**src/rtl/perf_event_bridge_if.sv**
```systemverilog
// Avalon-MM write-only master bundle between the event bridge and the
// performance counter's control slave (no waitrequest, no readback).
interface perf_event_bridge_if;
  logic [3:0]  m_address;
  logic        m_write;
  logic        m_begintransfer;
  logic [31:0] m_writedata;

  modport master (
    output m_address,
    output m_write,
    output m_begintransfer,
    output m_writedata
  );

  modport slave (
    input m_address,
    input m_write,
    input m_begintransfer,
    input m_writedata
  );
endinterface

```
**src/rtl/perf_event_bridge.sv**
```systemverilog
// Queues per-section start/stop pulses and global clears from the datapath and
// replays each captured bit as one single-cycle write to the counter slave.
module perf_event_bridge #(
  parameter int NUM_SECTIONS = 4,
  parameter int FIFO_DEPTH   = 8,
  parameter int DROP_W       = 16
) (
  input  logic                    clk,
  input  logic                    reset,
  input  logic [NUM_SECTIONS-1:0] start_evt,
  input  logic [NUM_SECTIONS-1:0] stop_evt,
  input  logic                    clear_req,
  perf_event_bridge_if.master     avm,
  output logic                    fifo_full,
  output logic [DROP_W-1:0]       drop_count,
  output logic                    busy
);
  localparam int ENTRY_W = 2*NUM_SECTIONS + 1;
  localparam int PTR_W   = (FIFO_DEPTH > 1) ? $clog2(FIFO_DEPTH) : 1;
  localparam int CNT_W   = PTR_W + 1;
  localparam int CLR_BIT = 2*NUM_SECTIONS;

  typedef enum logic {S_IDLE, S_ISSUE} state_t;

  function automatic logic [DROP_W-1:0] sat_inc(input logic [DROP_W-1:0] v);
    return (v == {DROP_W{1'b1}}) ? v : v + DROP_W'(1);
  endfunction

  // Lowest-priority candidates are visited first so later matches win:
  // start[N-1..0], then stop[N-1..0], then clear.
  function automatic logic [ENTRY_W-1:0] pick_next(input logic [ENTRY_W-1:0] c);
    logic [ENTRY_W-1:0] oh;
    logic [ENTRY_W-1:0] mask;
    oh = '0;
    for (int i = NUM_SECTIONS-1; i >= 0; i--) begin
      mask = ENTRY_W'(1) << i;
      if ((c & mask) != '0) oh = mask;
    end
    for (int i = NUM_SECTIONS-1; i >= 0; i--) begin
      mask = ENTRY_W'(1) << (NUM_SECTIONS + i);
      if ((c & mask) != '0) oh = mask;
    end
    if (c[CLR_BIT]) oh = ENTRY_W'(1) << CLR_BIT;
    return oh;
  endfunction

  logic [ENTRY_W-1:0] fifo_mem [FIFO_DEPTH];
  logic [PTR_W-1:0]   wr_ptr;
  logic [PTR_W-1:0]   rd_ptr;
  logic [CNT_W-1:0]   fifo_cnt;
  logic [ENTRY_W-1:0] evt_entry;
  logic [ENTRY_W-1:0] fifo_head;
  logic               fifo_empty;
  logic               push_req;
  logic               push_ok;
  logic               pop;

  state_t             state;
  state_t             state_nxt;
  logic [ENTRY_W-1:0] cmd;
  logic [ENTRY_W-1:0] cmd_nxt;
  logic [ENTRY_W-1:0] cmd_sel;
  logic [ENTRY_W-1:0] cmd_rest;
  logic               issuing;
  logic [3:0]         wr_addr;
  logic [31:0]        wr_data;

  // Capture stage: one entry per cycle holding every event bit seen
  assign evt_entry  = {clear_req, stop_evt, start_evt};
  assign push_req   = |evt_entry;
  assign fifo_empty = (fifo_cnt == '0);
  assign fifo_full  = (fifo_cnt == CNT_W'(FIFO_DEPTH));
  assign push_ok    = push_req && (!fifo_full || pop);
  assign fifo_head  = fifo_mem[rd_ptr];

  always_ff @(posedge clk) begin
    if (push_ok) fifo_mem[wr_ptr] <= evt_entry;
  end

  always_ff @(posedge clk or posedge reset) begin
    if (reset) begin
      wr_ptr     <= '0;
      rd_ptr     <= '0;
      fifo_cnt   <= '0;
      drop_count <= '0;
    end else begin
      if (push_ok) wr_ptr <= wr_ptr + PTR_W'(1);
      if (pop)     rd_ptr <= rd_ptr + PTR_W'(1);
      if (push_ok && !pop)      fifo_cnt <= fifo_cnt + CNT_W'(1);
      else if (!push_ok && pop) fifo_cnt <= fifo_cnt - CNT_W'(1);
      if (push_req && !push_ok) drop_count <= sat_inc(drop_count);
    end
  end

  // Issue stage: cmd holds the bits of the entry still to be written
  assign cmd_sel  = pick_next(cmd);
  assign cmd_rest = cmd & ~cmd_sel;

  always_comb begin
    state_nxt = state;
    cmd_nxt   = cmd;
    pop       = 1'b0;
    case (state)
      S_IDLE: begin
        if (!fifo_empty) begin
          pop       = 1'b1;
          cmd_nxt   = fifo_head;
          state_nxt = S_ISSUE;
        end
      end
      S_ISSUE: begin
        cmd_nxt = cmd_rest;
        if (cmd_rest == '0) begin
          if (!fifo_empty) begin
            pop     = 1'b1;
            cmd_nxt = fifo_head;
          end else begin
            state_nxt = S_IDLE;
          end
        end
      end
      default: begin
        state_nxt = S_IDLE;
        cmd_nxt   = '0;
      end
    endcase
  end

  always_ff @(posedge clk or posedge reset) begin
    if (reset) begin
      state <= S_IDLE;
      cmd   <= '0;
    end else begin
      state <= state_nxt;
      cmd   <= cmd_nxt;
    end
  end

  always_comb begin
    wr_addr = '0;
    wr_data = '0;
    for (int i = 0; i < NUM_SECTIONS; i++) begin
      if ((cmd_sel & (ENTRY_W'(1) << (NUM_SECTIONS + i))) != '0) wr_addr = 4'(4*i);
      if ((cmd_sel & (ENTRY_W'(1) << i)) != '0)                  wr_addr = 4'(4*i + 1);
    end
    if (cmd_sel[CLR_BIT]) begin
      wr_addr = 4'd0;
      wr_data = 32'h1;
    end
  end

  // Bus outputs decode from registered state/cmd only; reset clears them at once
  assign issuing             = (state == S_ISSUE) && (cmd != '0);
  assign avm.m_write         = issuing;
  assign avm.m_begintransfer = issuing;
  assign avm.m_address       = issuing ? wr_addr : 4'd0;
  assign avm.m_writedata     = issuing ? wr_data : 32'd0;
  assign busy                = !fifo_empty || (state == S_ISSUE);

endmodule
```
**src/flat_wrapper.sv**
```systemverilog
// flat-port wrapper written by rule: the top's interface ports become plain ports
module perf_event_bridge_flat 
#(
  parameter int NUM_SECTIONS = 4,
  parameter int FIFO_DEPTH   = 8,
  parameter int DROP_W       = 16
)
  (clk, reset, start_evt, stop_evt, clear_req, fifo_full, drop_count, busy, avm_m_address, avm_m_write, avm_m_begintransfer, avm_m_writedata);
  perf_event_bridge_if avm_i ();
  input  logic clk;
  input  logic reset;
  input  logic [NUM_SECTIONS-1:0] start_evt;
  input  logic [NUM_SECTIONS-1:0] stop_evt;
  input  logic clear_req;
  output logic fifo_full;
  output logic [DROP_W-1:0] drop_count;
  output logic busy;
  output wire logic [$bits(avm_i.m_address)-1:0] avm_m_address;
  output wire logic [$bits(avm_i.m_write)-1:0] avm_m_write;
  output wire logic [$bits(avm_i.m_begintransfer)-1:0] avm_m_begintransfer;
  output wire logic [$bits(avm_i.m_writedata)-1:0] avm_m_writedata;
  assign avm_m_address = avm_i.m_address;
  assign avm_m_write = avm_i.m_write;
  assign avm_m_begintransfer = avm_i.m_begintransfer;
  assign avm_m_writedata = avm_i.m_writedata;
  perf_event_bridge #(.NUM_SECTIONS(NUM_SECTIONS), .FIFO_DEPTH(FIFO_DEPTH), .DROP_W(DROP_W)) u_core (.clk(clk), .reset(reset), .start_evt(start_evt), .stop_evt(stop_evt), .clear_req(clear_req), .avm(avm_i), .fifo_full(fifo_full), .drop_count(drop_count), .busy(busy));
endmodule
```
**config.mk**
```make
export PLATFORM = sky130hd
export DESIGN_NAME = perf_event_bridge_flat
export DESIGN_NICKNAME = d
export VERILOG_FILES = /design/src/rtl/perf_event_bridge_if.sv /design/src/rtl/perf_event_bridge.sv /design/src/flat_wrapper.sv
export SDC_FILE = /design/constraint.sdc
export NUM_CORES = 1
export LEC_CHECK = 0
export ABC_AREA = 1
export BUFFER_PORTS_ARGS = -buffer_cell sky130_fd_sc_hd__buf_4
export CAP_MARGIN = 5
export CORE_UTILIZATION = 45
export DETAILED_ROUTE_END_ITERATION = 8
export SETUP_SLACK_MARGIN = 0.05
export SYNTH_ARGS = -nofsm -noshare
export SYNTH_HDL_FRONTEND = slang
export SYNTH_SLANG_ARGS = --single-unit
```
**constraint.sdc**
```tcl
create_clock -name clk -period 5.3 [get_ports clk]
set_clock_uncertainty 0.1 [all_clocks]
set_input_delay 0.795 -clock clk [delete_from_list [all_inputs] [get_ports clk]]
set_output_delay 0.795 -clock clk [all_outputs]
set_load 0.05 [all_outputs]
```
==> results.md, run 1 <==
Outcome:
- The run finished with clean final reports.

Synthesis:
- The cell area that synthesis handed to floorplanning was between 5000 and 6000 µm².
- The synthesis-stage register bit count is 108.
- The sequential element share of the synthesized area is 54.9%.
- The number of synthesized flops with an enable pin is 72.
- Counting every instance in the synthesized netlist gives around 540.
- The number of library cell types mapped by synthesis is 39.
- The primary flip-flop cell chosen by synthesis mapping is sky130_fd_sc_hd__edfxtp_1.
- A synthesized cell averages 10.3 µm².
- In the synthesized netlist the async set-or-reset flop fraction comes to 33.3%.
- For this run, the number of Yosys warnings is 0.

Pwr:
- The leakage dissipation is around 2.6 nW.
- The clock network accounts for 18.3% of the total power.
- In this run the power density over the cells is 606 nW/µm².
- Cell internal power was estimated by the tool at ~2.1 mW.
- Net switching is roughly 44% of the power.
- The share of total power dissipated in sequential elements is a little over a third.
- The combinational cell fraction of total power is 46.1%.
- Summed over all nets, the switching power comes to 1.64 mW.
- The maximum resistive drop on vdd is 0.243 mV.

Worst setup path:
- The worst setup path is captured at an output port.
- STA classifies the critical path startpoint as a register.
- The startpoint identified for the worst register-to-register timing path is u_core.cmd[8].
- The end of the worst register-to-register path is u_core.fifo_cnt[3].
- In this run the worst path has a maximum fanout of 8.
- At the worst endpoint, the arrival time is about 2100 ps.
- Across all register-to-register paths, the minimum setup slack is approximately 2300 ps.
- The depth of the worst register-to-register path is 17.
- The critical path is of the reg -> out type.
- The required time of the critical path is approximately 4400 ps.
- The critical path starts at u_core.fifo_cnt[0].

Placement:
- The detailed-placement wirelength estimate is 7170 µm.
- The routability congestion estimate from global placement is ~0.87.
- During placement, the flow inserted port buffers numbering 34.
- Including well taps, the total number of placed cells is 730.

Global route:
- The initial antenna violation count came to 0.
- Global routing used a little under a fifth of the available tracks across all layers.
- The first global-routing pass estimated 17600 µm of wire.
- The largest net degree at the start of global routing is 40.
- The sum of overflow across all layers after global routing is 0.
- The number of global-route vias before repair is approximately 3300.

Layout:
- The area overhead of the layout relative to synthesis is 9.96%.
- The layout cell share with drive strength beyond 1 is 15.2%.
- The final cell count without fillers is 746.
- The number of antenna diodes in the final layout is 0.
- The final-stage net count is 591.

STA:
- The actual slew at the worst max-slew pin is ~1200 ps.
- Setup repair after global routing left no endpoint under its margin.
- The number of failing hold endpoints at the final stage is 0.
- Derived from the worst setup path, the maximum achievable clock frequency is 0.330 GHz.
- The headroom to the max-slew limit is a little over a fifth.
- The final critical delay including setup and external delays is 3030 ps.
- The final number of max-transition violations was 0.
- The accumulated negative setup slack is 0 ps.
- Setup violations remaining at the end of the flow were counted as 0.
- The post-route fraction of the period consumed by the critical path is 57.1%.

Die:
- The floorplan has 40 rows.
- The floorplan step defined a die boundary enclosing 12800 µm².
- The starting density of the core is 46.2%.
- The region available for standard cell placement spans 12100 µm².
- In this run the horizontal extent of the chip is 113 µm.
- The floorplan step set the die height to between 100 and 150 µm.
- During I/O placement, the number of pins put on the boundary was 67.

Clock network:
- The clock passes through at most 2 buffers.
- TritonCTS built the clock tree.
- The number of sinks handled by clock tree synthesis is 108.
- Buffers inserted during clock tree synthesis total 9.
- The root buffer cell chosen for the clock tree is sky130_fd_sc_hd__clkbuf_16.
- CTS built an H-tree with a depth of 3.
- The clock slew seen by the registers of the worst setup and hold paths is 70 ps.
- The number of buffers inserted for hold repair after clock tree synthesis is 0.
- Gates resized during post-CTS repair numbered 0.
- The latest clock arrival within the worst-skew pair is 360 ps.
- Post-CTS timing repair inserted 0 buffers for setup.

Run:
- Across the run, the number of max-cap violations was 0.

Drt:
- The wire length per cell is 14.7 µm.
- The number of vias after detailed routing is 3709.
- The first detailed-routing pass ran for 7 iterations.
- The remaining design rule violation count is 0.
- The number of DRC violations after detailed-routing iteration 0 is about 300.
- The number of antenna-violating nets in the routed design is 0.
- The final routed wirelength across all metal layers is 10900 µm.
- The via-per-instance ratio is 4.97.

Min path:
- The worst hold path terminates at u_core.fifo_cnt[3].
- Counting instances, the worst hold path has a depth of 1.
- The path class of the tightest hold or removal check is reg -> reg.
- The startpoint identified for the worst hold timing path is u_core.fifo_cnt[3].
[cell usage in the layout, fill, tap and decap left out, types with 2 or more instances in the layout]
cell type                     n
sky130_fd_sc_hd__nor2_1      45
sky130_fd_sc_hd__xor2_1       9
sky130_fd_sc_hd__buf_4       38
sky130_fd_sc_hd__o21ai_0     28
sky130_fd_sc_hd__nor2_4       6
sky130_fd_sc_hd__conb_1      32
sky130_fd_sc_hd__nand4_1     21
sky130_fd_sc_hd__ha_1         6
sky130_fd_sc_hd__o22ai_1      9
sky130_fd_sc_hd__nand2_1    112
sky130_fd_sc_hd__nor2_2       3
sky130_fd_sc_hd__clkbuf_16    9
sky130_fd_sc_hd__xnor2_1      7
sky130_fd_sc_hd__o21ai_2      7
sky130_fd_sc_hd__clkinv_1     2
sky130_fd_sc_hd__mux2i_1     25
sky130_fd_sc_hd__dfrtp_1     36
sky130_fd_sc_hd__inv_1       37
sky130_fd_sc_hd__nand3_2      2
sky130_fd_sc_hd__nand3_1     17
sky130_fd_sc_hd__edfxtp_1    72
sky130_fd_sc_hd__a31oi_1      3
sky130_fd_sc_hd__nand2_4      9
sky130_fd_sc_hd__nor3_1       6
sky130_fd_sc_hd__nand2_2      3
sky130_fd_sc_hd__nand3b_1     2
sky130_fd_sc_hd__a21oi_1     17
sky130_fd_sc_hd__clkinv_4     3
[area by class of cell]
class,instances,area (µm²)
fillers,1054,5930
flip-flops and latches,108,3060
multi-input cells,376,2120
repair buffers,38,285
clock buffers,9,225
well taps,168,210
inverters,40,158
clock inverters,7,75.1
[power by group through the flow]
stage,Clock [mW],Sequential [mW],Combinational (mW)
after floorplan,0,1.32,1.38
after global placement,0,1.33,1.69
after detailed placement,0,1.34,1.74
after CTS,0.693,1.32,1.74
after global routing,0.717,1.35,1.89
final,0.680,1.32,1.72
[state kept, by name, summed over array words and instances (netlist names)]
name               count
u_core.fifo_mem       72
u_core.fifo_cnt        4
u_core.rd_ptr          3
u_core.wr_ptr          3
u_core.drop_count     16
u_core.state           1
u_core.cmd             9
[per-layer routing]
layer	GRT usage [%]	wire length, µm	vias up
met2	28.6	5230	82
li1	-	-	1847
met5	0	0	-
met1	24.8	5190	1767
met3	3.70	350	13
met4	6.75	172	0
[synth_stat cells, types with 2 or more instances]
| cell type | n | area [µm²] |
|---|---|---|
| sky130_fd_sc_hd__a31oi_1 | 3 | 18.8 |
| sky130_fd_sc_hd__nand3_2 | 2 | 20.0 |
| sky130_fd_sc_hd__nor2_4 | 6 | 67.6 |
| sky130_fd_sc_hd__o21ai_0 | 28 | 140 |
| sky130_fd_sc_hd__nand3b_1 | 2 | 15.0 |
| sky130_fd_sc_hd__ha_1 | 6 | 75.1 |
| sky130_fd_sc_hd__buf_2 | 6 | 30.0 |
| sky130_fd_sc_hd__nor2_1 | 45 | 169 |
| sky130_fd_sc_hd__xor2_1 | 9 | 78.8 |
| sky130_fd_sc_hd__nand3_1 | 17 | 85.1 |
| sky130_fd_sc_hd__mux2i_1 | 25 | 250 |
| sky130_fd_sc_hd__a21oi_1 | 17 | 85.1 |
| sky130_fd_sc_hd__nor3_1 | 6 | 30.0 |
| sky130_fd_sc_hd__dfrtp_1 | 36 | 901 |
| sky130_fd_sc_hd__buf_4 | 35 | 263 |
| sky130_fd_sc_hd__nor2_2 | 3 | 18.8 |
| sky130_fd_sc_hd__nand2_2 | 3 | 18.8 |
| sky130_fd_sc_hd__buf_6 | 2 | 22.5 |
| sky130_fd_sc_hd__inv_1 | 37 | 139 |
| sky130_fd_sc_hd__o22ai_1 | 9 | 56.3 |
| sky130_fd_sc_hd__clkbuf_1 | 7 | 26.3 |
| sky130_fd_sc_hd__xnor2_1 | 7 | 61.3 |
| sky130_fd_sc_hd__nand2_1 | 112 | 420 |
| sky130_fd_sc_hd__edfxtp_1 | 72 | 2160 |
| sky130_fd_sc_hd__nand4_1 | 21 | 131 |
| sky130_fd_sc_hd__nand2_4 | 9 | 101 |
| sky130_fd_sc_hd__o21ai_2 | 7 | 61.3 |
[worst max-delay path, cell delays in order, from the launching register on]
cell and delay, ps:
sky130_fd_sc_hd__dfrtp_1 440, sky130_fd_sc_hd__nor2_1 160, sky130_fd_sc_hd__inv_1 50, sky130_fd_sc_hd__nor3_1 220, sky130_fd_sc_hd__inv_1 140, sky130_fd_sc_hd__nor2_1 380
sky130_fd_sc_hd__inv_1 150, sky130_fd_sc_hd__buf_4 220
[worst max-delay path by stage]
| stage | endpoint | slack, ps | cells after the start |
|---|---|---|---|
| 6_report | busy | 2270 | 7 |
| 5_1_grt | u_core.fifo_cnt[3] | 2020 | 17 |
| 4_1_cts | busy | 2200 | 7 |
| 3_5_place_dp | u_core.fifo_cnt[3] | 1970 | 13 |
| 2_1_floorplan | avm_m_address[3] | 1850 | 5 |
| 3_3_place_gp | u_core.fifo_cnt[3] | 2160 | 14 |
[metrics by stage]
stage	power [mW]	worst slack (ps)	utilization, %	hold slack [ps]	area [µm²]
6_report	3.72	2270	50.9	394	6130
5_1_grt	3.96	2020	50.9	405	6130
4_1_cts	3.75	2200	50.9	401	6130
3_5_place_dp	3.07	1970	48.4	388	5830
3_3_place_gp	3.03	2160	48.4	380	5830
2_1_floorplan	2.70	1850	-	364	5690
[cell families (layout without fill, tap and decap cells)]
group           Yosys count  count (layout)  synth area share [%]
compound gates           68              68                  7.22
xor+xnor                 16              16                  2.51
mux                      25              25                  4.49
fa+ha+maj                 7               7                  1.70
flops                   108             108                  54.9
simple gates            228             228                  19.9
other cells               1              32                0.0672
buf+inv                  91              94                  9.22
Power figures use the tool's default switching activity.
==> run 2: changes to the inputs <==
Settings changed: PLACE_DENSITY set to 0.67.
Clock period 5.3 ns to 2.6 ns, I/O delays scaled along.
==> run 2 against run 1 <==
Compared with the run above: non-clock buffer count up 40; via count rose by 4.8%; register-to-register slack worse by 2300 ps; die area unchanged; cell count is 5.4% higher; sequential share of layout area is 2.8 points lower; first-iteration DRC count is 27% lower; count of clock-buffer cells in the layout increased by 1; worst setup slack worse by 2200 ps; highest routed layer unchanged.
==> results.md, run 2 (synthesized netlist as in run 1, its figures left out) <==
Worst setup path:
- The flop-to-flop setup slack is 40 ps (-2300 ps).
- The required time of the critical path is 2740 ps (-1670 ps).
- The most repeated library cell on the critical path is sky130_fd_sc_hd__nand2_4.
- The slowest stage of the critical path belongs to the cell sky130_fd_sc_hd__dfrtp_1.
- The category of the most critical setup path is reg -> reg.
- The kind of launch point of the worst setup path is a register.
- The dominant delay contributor by cell family on the critical path is simple AND/OR/NAND/NOR gates.
- The worst setup path is captured at a register.
- The number of buffers and inverters on the critical path came to 3 (-1).
- The data arrival at the endpoint of the critical path was 2690 ps (+560 ps).
- The critical path goes through nor2_4 > buf_6 > nand3_4 > nand2_2 > nand2_4 > nor2_4 > nand2_4 > nand3_4 > nand2_4 > inv_4 > ha_4 > inv_4 > ha_4 > a21o_1 > a21oi_2 > nand2_1 > nand2_1 > nor2_2 > xor2_1.
- The longest individual stage delay on the worst path came to 430 ps (about the same).
- The critical-path maximum fanout was 4 (-4).

Layout:
- The flip-flop count of the largest register after layout is 72 (unchanged).
- The layout cell share with drive strength beyond 1 came to 23.3% (+8.1 points).
- The final cell count without fillers is 786 (+5.4%).
- The final standard cell area without fillers is 6500 µm² (+6.0%).
- The share of the core filled with cells came to 53.9% (+3.0 points).
- The register with the most flip-flops is u_core.fifo_mem.
- The final-stage net count is 631 (+6.8%).
- Relative to the synthesized area, the layout overhead comes to 16.5%.
- The antenna diode count came to 0 (unchanged).
- The leading cell type in the layout, fill and taps excluded is sky130_fd_sc_hd__nand2_1.
- The largest registers in the layout are u_core.fifo_mem x72, u_core.drop_count x16, u_core.cmd x9.
- The number of filler cells placed in the layout is 1033 (-2.0%).
- The library cells used most frequently in the layout, excluding fill and tap cells, are sky130_fd_sc_hd__nand2_1, sky130_fd_sc_hd__buf_4, sky130_fd_sc_hd__edfxtp_1.

Global route:
- The number of global-route vias before repair was 3631 (+8.6%).
- The first-pass GRT wire length is 18200 µm (+3.7%).
- The initial antenna violation count is 0 (unchanged).
- The global-route usage over all layers is 18.4% (+0.24 points).
- The sum of overflow across all layers after global routing is 0 (unchanged).
- The largest net degree at the start of global routing is 39 (-2.5%).

Die:
- The number of ports placed on the die boundary is 67 (unchanged).
- The total core area was 12100 µm² (unchanged).
- The area of the die is 12800 µm² (unchanged).
- The standard-cell row count is 40 (unchanged).
- The starting density of the core was 46.2% (unchanged).
- The horizontal die dimension was 113 µm (unchanged).
- The height of the die is 113 µm (unchanged).

Drt:
- The number of vias after detailed routing is 3888 (+4.8%).
- The final routed wirelength across all metal layers is 11200 µm (+2.1%).
- The number of antenna-violating nets in the routed design was 0 (unchanged).
- The wire length per cell is 14.2 µm (-3.1%).
- The remaining design rule violation count is 0 (unchanged).
- The iteration count of the initial detailed-routing pass is 4 (-3).
- The via-per-instance ratio came to 4.95 (-0.51%).
- The number of DRC violations after detailed-routing iteration 0 is 221 (-27%).

Placement:
- The worst slack at placement is -101 ps (-2070 ps).
- The routability congestion estimate from global placement is 0.883 (+1.3%).
- The total cell area at the placement stage is 6080 µm² (+4.2%).
- The number of instances in the placed design came to 761 (+4.2%).
- The quantity of I/O buffers inserted on ports is 34 (unchanged).
- The detailed-placement wirelength estimate is 7550 µm (+5.4%).

Clock network:
- The number of sinks handled by clock tree synthesis was 108 (unchanged).
- The number of buffers inserted for hold repair after clock tree synthesis is 0 (unchanged).
- TritonCTS built the clock tree.
- The number of buffers between clock root and the deepest sink is 2 (unchanged).
- The tree is rooted in a sky130_fd_sc_hd__clkbuf_16.
- The TritonCTS buffer count came to 9 (unchanged).
- The latest clock arrival within the worst-skew pair is 350 ps (about the same).
- The clock slew seen by the registers of the worst setup and hold paths is 70 ps (about the same).
- The number of H-tree branching levels was 3 (unchanged).

Min path:
- The tightest min-delay check is of the in -> async type.

Outcome:
- The run finished with clean final reports.

STA:
- The headroom to the max-slew limit is 59.6% (+39 points).
- The accumulated negative setup slack is 0 ps (unchanged).
- The number of failing hold endpoints at the final stage is 0 (unchanged).
- The worst-case setup margin in the final layout is 43.9 ps (-2230 ps).
- The worst path needs 2560 ps of the cycle, external delays included.
- Setup repair after global routing could not meet its margin everywhere.
- The actual slew at the worst max-slew pin is 606 ps (-576 ps).
- The worst hold slack is 44.4 ps (-350 ps).
- In the finished design, the share of the clock period the worst path needs comes to 98.3%.
- The final number of max-transition violations is 0 (unchanged).
- The final-report setup violation count is 0 (unchanged).
- Derived from the worst setup path, the maximum achievable clock frequency is 0.391 GHz.

Pwr:
- The total power divided by cell area came to 1250 nW/µm² (+110%).
- The leakage dissipation is 2.75 nW (+7.1%).
- The maximum resistive drop on vdd is 0.676 mV (+180%).
- The total power of the final layout is 8.11 mW (+120%).

Run:
- The number of max-capacitance violations reported is 0 (unchanged).
## run 2: cell types whose count changed in the layout (fill, tap and decap cells not counted), moves of 3 or more
cell,change
sky130_fd_sc_hd__dfrtp_2,+3
sky130_fd_sc_hd__buf_4,+39
sky130_fd_sc_hd__nand2_1,-3
sky130_fd_sc_hd__dfrtp_1,-3
## run 2: where the power goes
| part | switching [mW] | total [mW] | internal (mW) |
|---|---|---|---|
| Combinational | 2.53 | 4.12 | 1.58 |
| Clock | 0.626 | 1.29 | 0.661 |
| Sequential | 0.339 | 2.71 | 2.37 |
## run 2: final cells by class
cell class	instances	area (µm²)	area share, %
sequential	108	3070	47.2
inverter	40	163	2.50
clock inverter	6	47.5	0.731
clock buffer	10	229	3.52
tap	168	210	3.23
multi-input combinational	376	2190	33.8
timing repair buffer	78	589	9.07
## run 2: worst min-delay path: cells and delay by family
kind / cells / cell delay, ps
buffers and inverters: 3 / 550
## run 2: path summary, 6_finish.rpt
path / endpoint / cells past startpoint / startpoint
setup / recovery: u_core.fifo_cnt[3] / 19 / u_core.cmd[5]
hold / removal: u_core.drop_count[1] / 3 / reset
setup reg to reg: u_core.fifo_cnt[3] / 19 / u_core.cmd[5]
hold reg to reg: u_core.fifo_cnt[3] / 1 / u_core.fifo_cnt[3]
max in group asynchronous: u_core.cmd[8] / 3 / reset
min in group clk: u_core.fifo_mem[1][5] / 1 / stop_evt[1]
## run 2: layer usage
| metal | share of wire, % | track usage, % | wire (µm) |
|---|---|---|---|
| met1 | 47 | 25.3 | 5230 |
| met2 | 47 | 28.9 | 5240 |
| met3 | 4.3 | 3.59 | 475 |
| met4 | 1.9 | 7.11 | 212 |
| met5 | 0 | 0 | 0 |
## run 2: timing repair
action,CTS,global route
buffers inserted,5,4
pin swaps,12,16
resized for setup,8,13
endpoints found under the hold margin,0,0
endpoints found under the setup margin,2,7
==> run 3: changes to the inputs <==
Settings changed: CORE_ASPECT_RATIO set to 1.4.
==> run 3 against run 2 <==
Compared with the run above: power grew 1.5%; global-route usage rose by 0.92 points; register-to-register slack about the same; worst setup slack worse by 4.4 ps; combinational power decreased by 1%; cell count shrank 3.1%; core utilization increased by 0.28 points; final area shrank 0.52%; non-clock buffer count decreased by 3; highest routed layer unchanged.
==> results.md, run 3 (synthesized netlist as in run 1, its figures left out) <==
Worst setup path:
- The most repeated library cell on the critical path is sky130_fd_sc_hd__nand2_4.
- The longest individual stage delay on the worst path was 420 ps (about the same).
- Walking the worst path, the cells encountered are nor2_4 > nand2_4 > o21ai_4 > nand2_4 > nor2_4 > nand2_4 > nand3_4 > nand2_4 > inv_4 > ha_4 > inv_4 > ha_4 > a21o_1 > a21oi_2 > nand2_1 > nand2_1 > nor2_2 > xor2_1.
- STA classifies the critical path endpoint as a register.
- The number of buffers and inverters on the critical path came to 2 (-1).
- The category of the most critical setup path is reg -> reg.
- The kind of launch point of the worst setup path is a register.
- The critical-path maximum fanout came to 5 (+1).
- The data arrival at the endpoint of the critical path came to 2700 ps (about the same).
- The required time of the critical path is 2730 ps (about the same).
- The cell family contributing the most delay on the critical path is simple AND/OR/NAND/NOR gates.
- The slowest cell on the critical path is sky130_fd_sc_hd__dfrtp_1.

Drt:
- The number of vias after detailed routing is 3927 (+1.0%).
- The number of antenna-violating nets in the routed design was 0 (unchanged).
- The met2 wire length was 6170 µm (+18%).
- The number of DRC violations after detailed-routing iteration 0 is 206 (-6.8%).
- The final routed wirelength across all metal layers is 11600 µm (+4.1%).
- The top metal layer carrying routed signals is met4.
- The routed length on met3 is 389 µm (-18%).
- The wire length per cell is 15.3 µm (+7.4%).
- The iteration count of the initial detailed-routing pass is 4 (unchanged).
- The via-per-instance ratio came to 5.15 (+4.2%).
- The met1 wire length is 4720 µm (-9.7%).
- The remaining design rule violation count is 0 (unchanged).

Global route:
- The first-pass GRT wire length is 18800 µm (+3.4%).
- The initial antenna violation count is 0 (unchanged).
- The number of global-route vias before repair is 3923 (+8.0%).
- The sum of overflow across all layers after global routing is 0 (unchanged).
- The largest net degree at the start of global routing is 37 (-5.1%).
- The global-route usage over all layers is 19.3% (+0.92 points).

STA:
- The headroom to the max-slew limit is 57.3% (-2.3 points).
- The accumulated negative setup slack is 0 ps (unchanged).
- The final number of max-transition violations was 0 (unchanged).
- The final critical delay including setup and external delays was 2560 ps (+4.44 ps).
- The actual slew at the worst max-slew pin is 640 ps (+33.7 ps).
- The highest clock frequency the design can meet is 0.391 GHz (-0.17%).
- The final-report setup violation count came to 0 (unchanged).
- The number of failing hold endpoints at the final stage came to 0 (unchanged).
- The worst hold slack is 33.9 ps (-10.5 ps).
- Setup repair after global routing could not meet its margin everywhere.
- The post-route fraction of the period consumed by the critical path was 98.5% (+0.17 points).

Pwr:
- The total power divided by cell area is 1270 nW/µm² (+2.0%).
- The maximum resistive drop on vdd is 0.709 mV (+4.9%).
- The total power of the final layout was 8.23 mW (+1.5%).
- The leakage dissipation was 2.76 nW (+0.22%).

Outcome:
- The run finished with clean final reports.

Layout:
- The number of filler cells placed in the layout is 1043 (+0.97%).
- The largest registers in the layout are u_core.fifo_mem x72, u_core.drop_count x16, u_core.cmd x9.
- The flip-flop count of the largest register after layout is 72 (unchanged).
- Leaving out fill and tap cells, the most frequent cell in the layout is sky130_fd_sc_hd__nand2_1.
- The layout cell share with drive strength beyond 1 is 22.4% (-0.86 points).
- The final-stage net count is 628 (-0.48%).
- The antenna diode count is 0 (unchanged).
- In the layout the commonest cells are sky130_fd_sc_hd__nand2_1, sky130_fd_sc_hd__buf_4, sky130_fd_sc_hd__edfxtp_1.
- The register with the most flip-flops is u_core.fifo_mem.
- Relative to the synthesized area, the layout overhead comes to 15.9%.
- The multi-input gate area in the final layout came to 2160 µm² (-1.4%).
- The sequential cell area is 3070 µm² (unchanged).

Die:
- The standard-cell row count was 47 (+18%).
- The horizontal die dimension is 96.1 µm (-15%).
- The number of ports placed on the die boundary is 67 (unchanged).
- The starting density of the core is 46.7% (+0.48 points).
- The height of the die is 134 µm (+18%).
- The area of the die is 12900 µm² (about the same).
- The total core area is 11900 µm² (-1.0%).

Clock network:
- TritonCTS built the clock tree.
- The tree is rooted in a sky130_fd_sc_hd__clkbuf_16.
- The number of buffers inserted for hold repair after clock tree synthesis came to 0 (unchanged).
- The latest clock arrival within the worst-skew pair is 350 ps (about the same).
- The number of H-tree branching levels is 3 (unchanged).
- The number of buffers between clock root and the deepest sink is 2 (unchanged).
- The TritonCTS buffer count is 9 (unchanged).
- The number of sinks handled by clock tree synthesis is 108 (unchanged).
- The clock slew seen by the registers of the worst setup and hold paths is 80 ps (about the same).

Run:
- The number of max-capacitance violations reported is 0 (unchanged).

Placement:
- The detailed-placement wirelength estimate is 8000 µm (+5.9%).
- The routability congestion estimate from global placement is 0.890 (+0.79%).
- The quantity of I/O buffers inserted on ports is 34 (unchanged).

Min path:
- The worst hold path belongs to the class in -> async.
-- run 3: changes by cell type in the layout (fill, tap and decap cells not counted), moves of 2 or more --
cell                      delta
sky130_fd_sc_hd__inv_8       +4
sky130_fd_sc_hd__inv_6       -3
sky130_fd_sc_hd__nand2_1     +3
sky130_fd_sc_hd__buf_4       -2
sky130_fd_sc_hd__nand2_2     -2
-- run 3: through the flow --
step                      instances  area, µm²  worst slack, ps  utilization, %
after floorplan                 575       5700            -99.0               -
after global placement          739       6040             25.6            50.6
after detailed placement        739       6040            -85.5            50.6
after CTS                       758       6430            -51.0            53.9
final                           762       6470             39.4            54.2
after global routing            762       6470            -77.5            54.2
-- run 3: power breakdown --
group / internal, mW / switching, mW
Sequential: 2.37 / 0.321
Clock: 0.784 / 0.679
Combinational: 1.53 / 2.54
-- run 3: layout make-up --
cell class | count | share of cell area (%)
Clock buffer | 9 | 3.48
Clock inverter | 7 | 1.55
Inverter | 40 | 2.52
Multi-Input combinational cell | 376 | 33.5
Sequential cell | 108 | 47.4
Tap cell | 147 | 2.84
Timing Repair Buffer | 75 | 8.71
-- run 3: layer usage --
layer	global-route usage, %	vias to the layer above
li1	-	1919
met4	9.54	0
met2	33.5	93
met3	3.20	28
met1	22.6	1887
met5	0	-
-- run 3: worst min-delay path, cell delays in order --
cell	delay, ps
sky130_fd_sc_hd__buf_4	110
sky130_fd_sc_hd__inv_1	40
sky130_fd_sc_hd__buf_4	400
-- run 3: repair_timing --
| item | CTS | global route |
|---|---|---|
| buffers inserted | 3 | 4 |
| pin swaps | 14 | 11 |
| resized for setup | 9 | 4 |
| setup endpoints to repair | 1 | 5 |
-- run 3: final timing paths --
| check | endpoint | depth (start not counted) | slack [ps] | startpoint |
|---|---|---|---|---|
| setup / recovery | u_core.fifo_cnt[3] | 18 | 40 | u_core.cmd[5] |
| hold / removal | u_core.drop_count[0] | 3 | 30 | reset |
| hold reg to reg | u_core.fifo_cnt[3] | 1 | 430 | u_core.fifo_cnt[3] |
| min in group clk | u_core.fifo_mem[6][7] | 1 | 130 | stop_evt[3] |
| max in group asynchronous | u_core.cmd[8] | 3 | 1990 | reset |
| setup reg to reg | u_core.fifo_cnt[3] | 18 | 40 | u_core.cmd[5] |
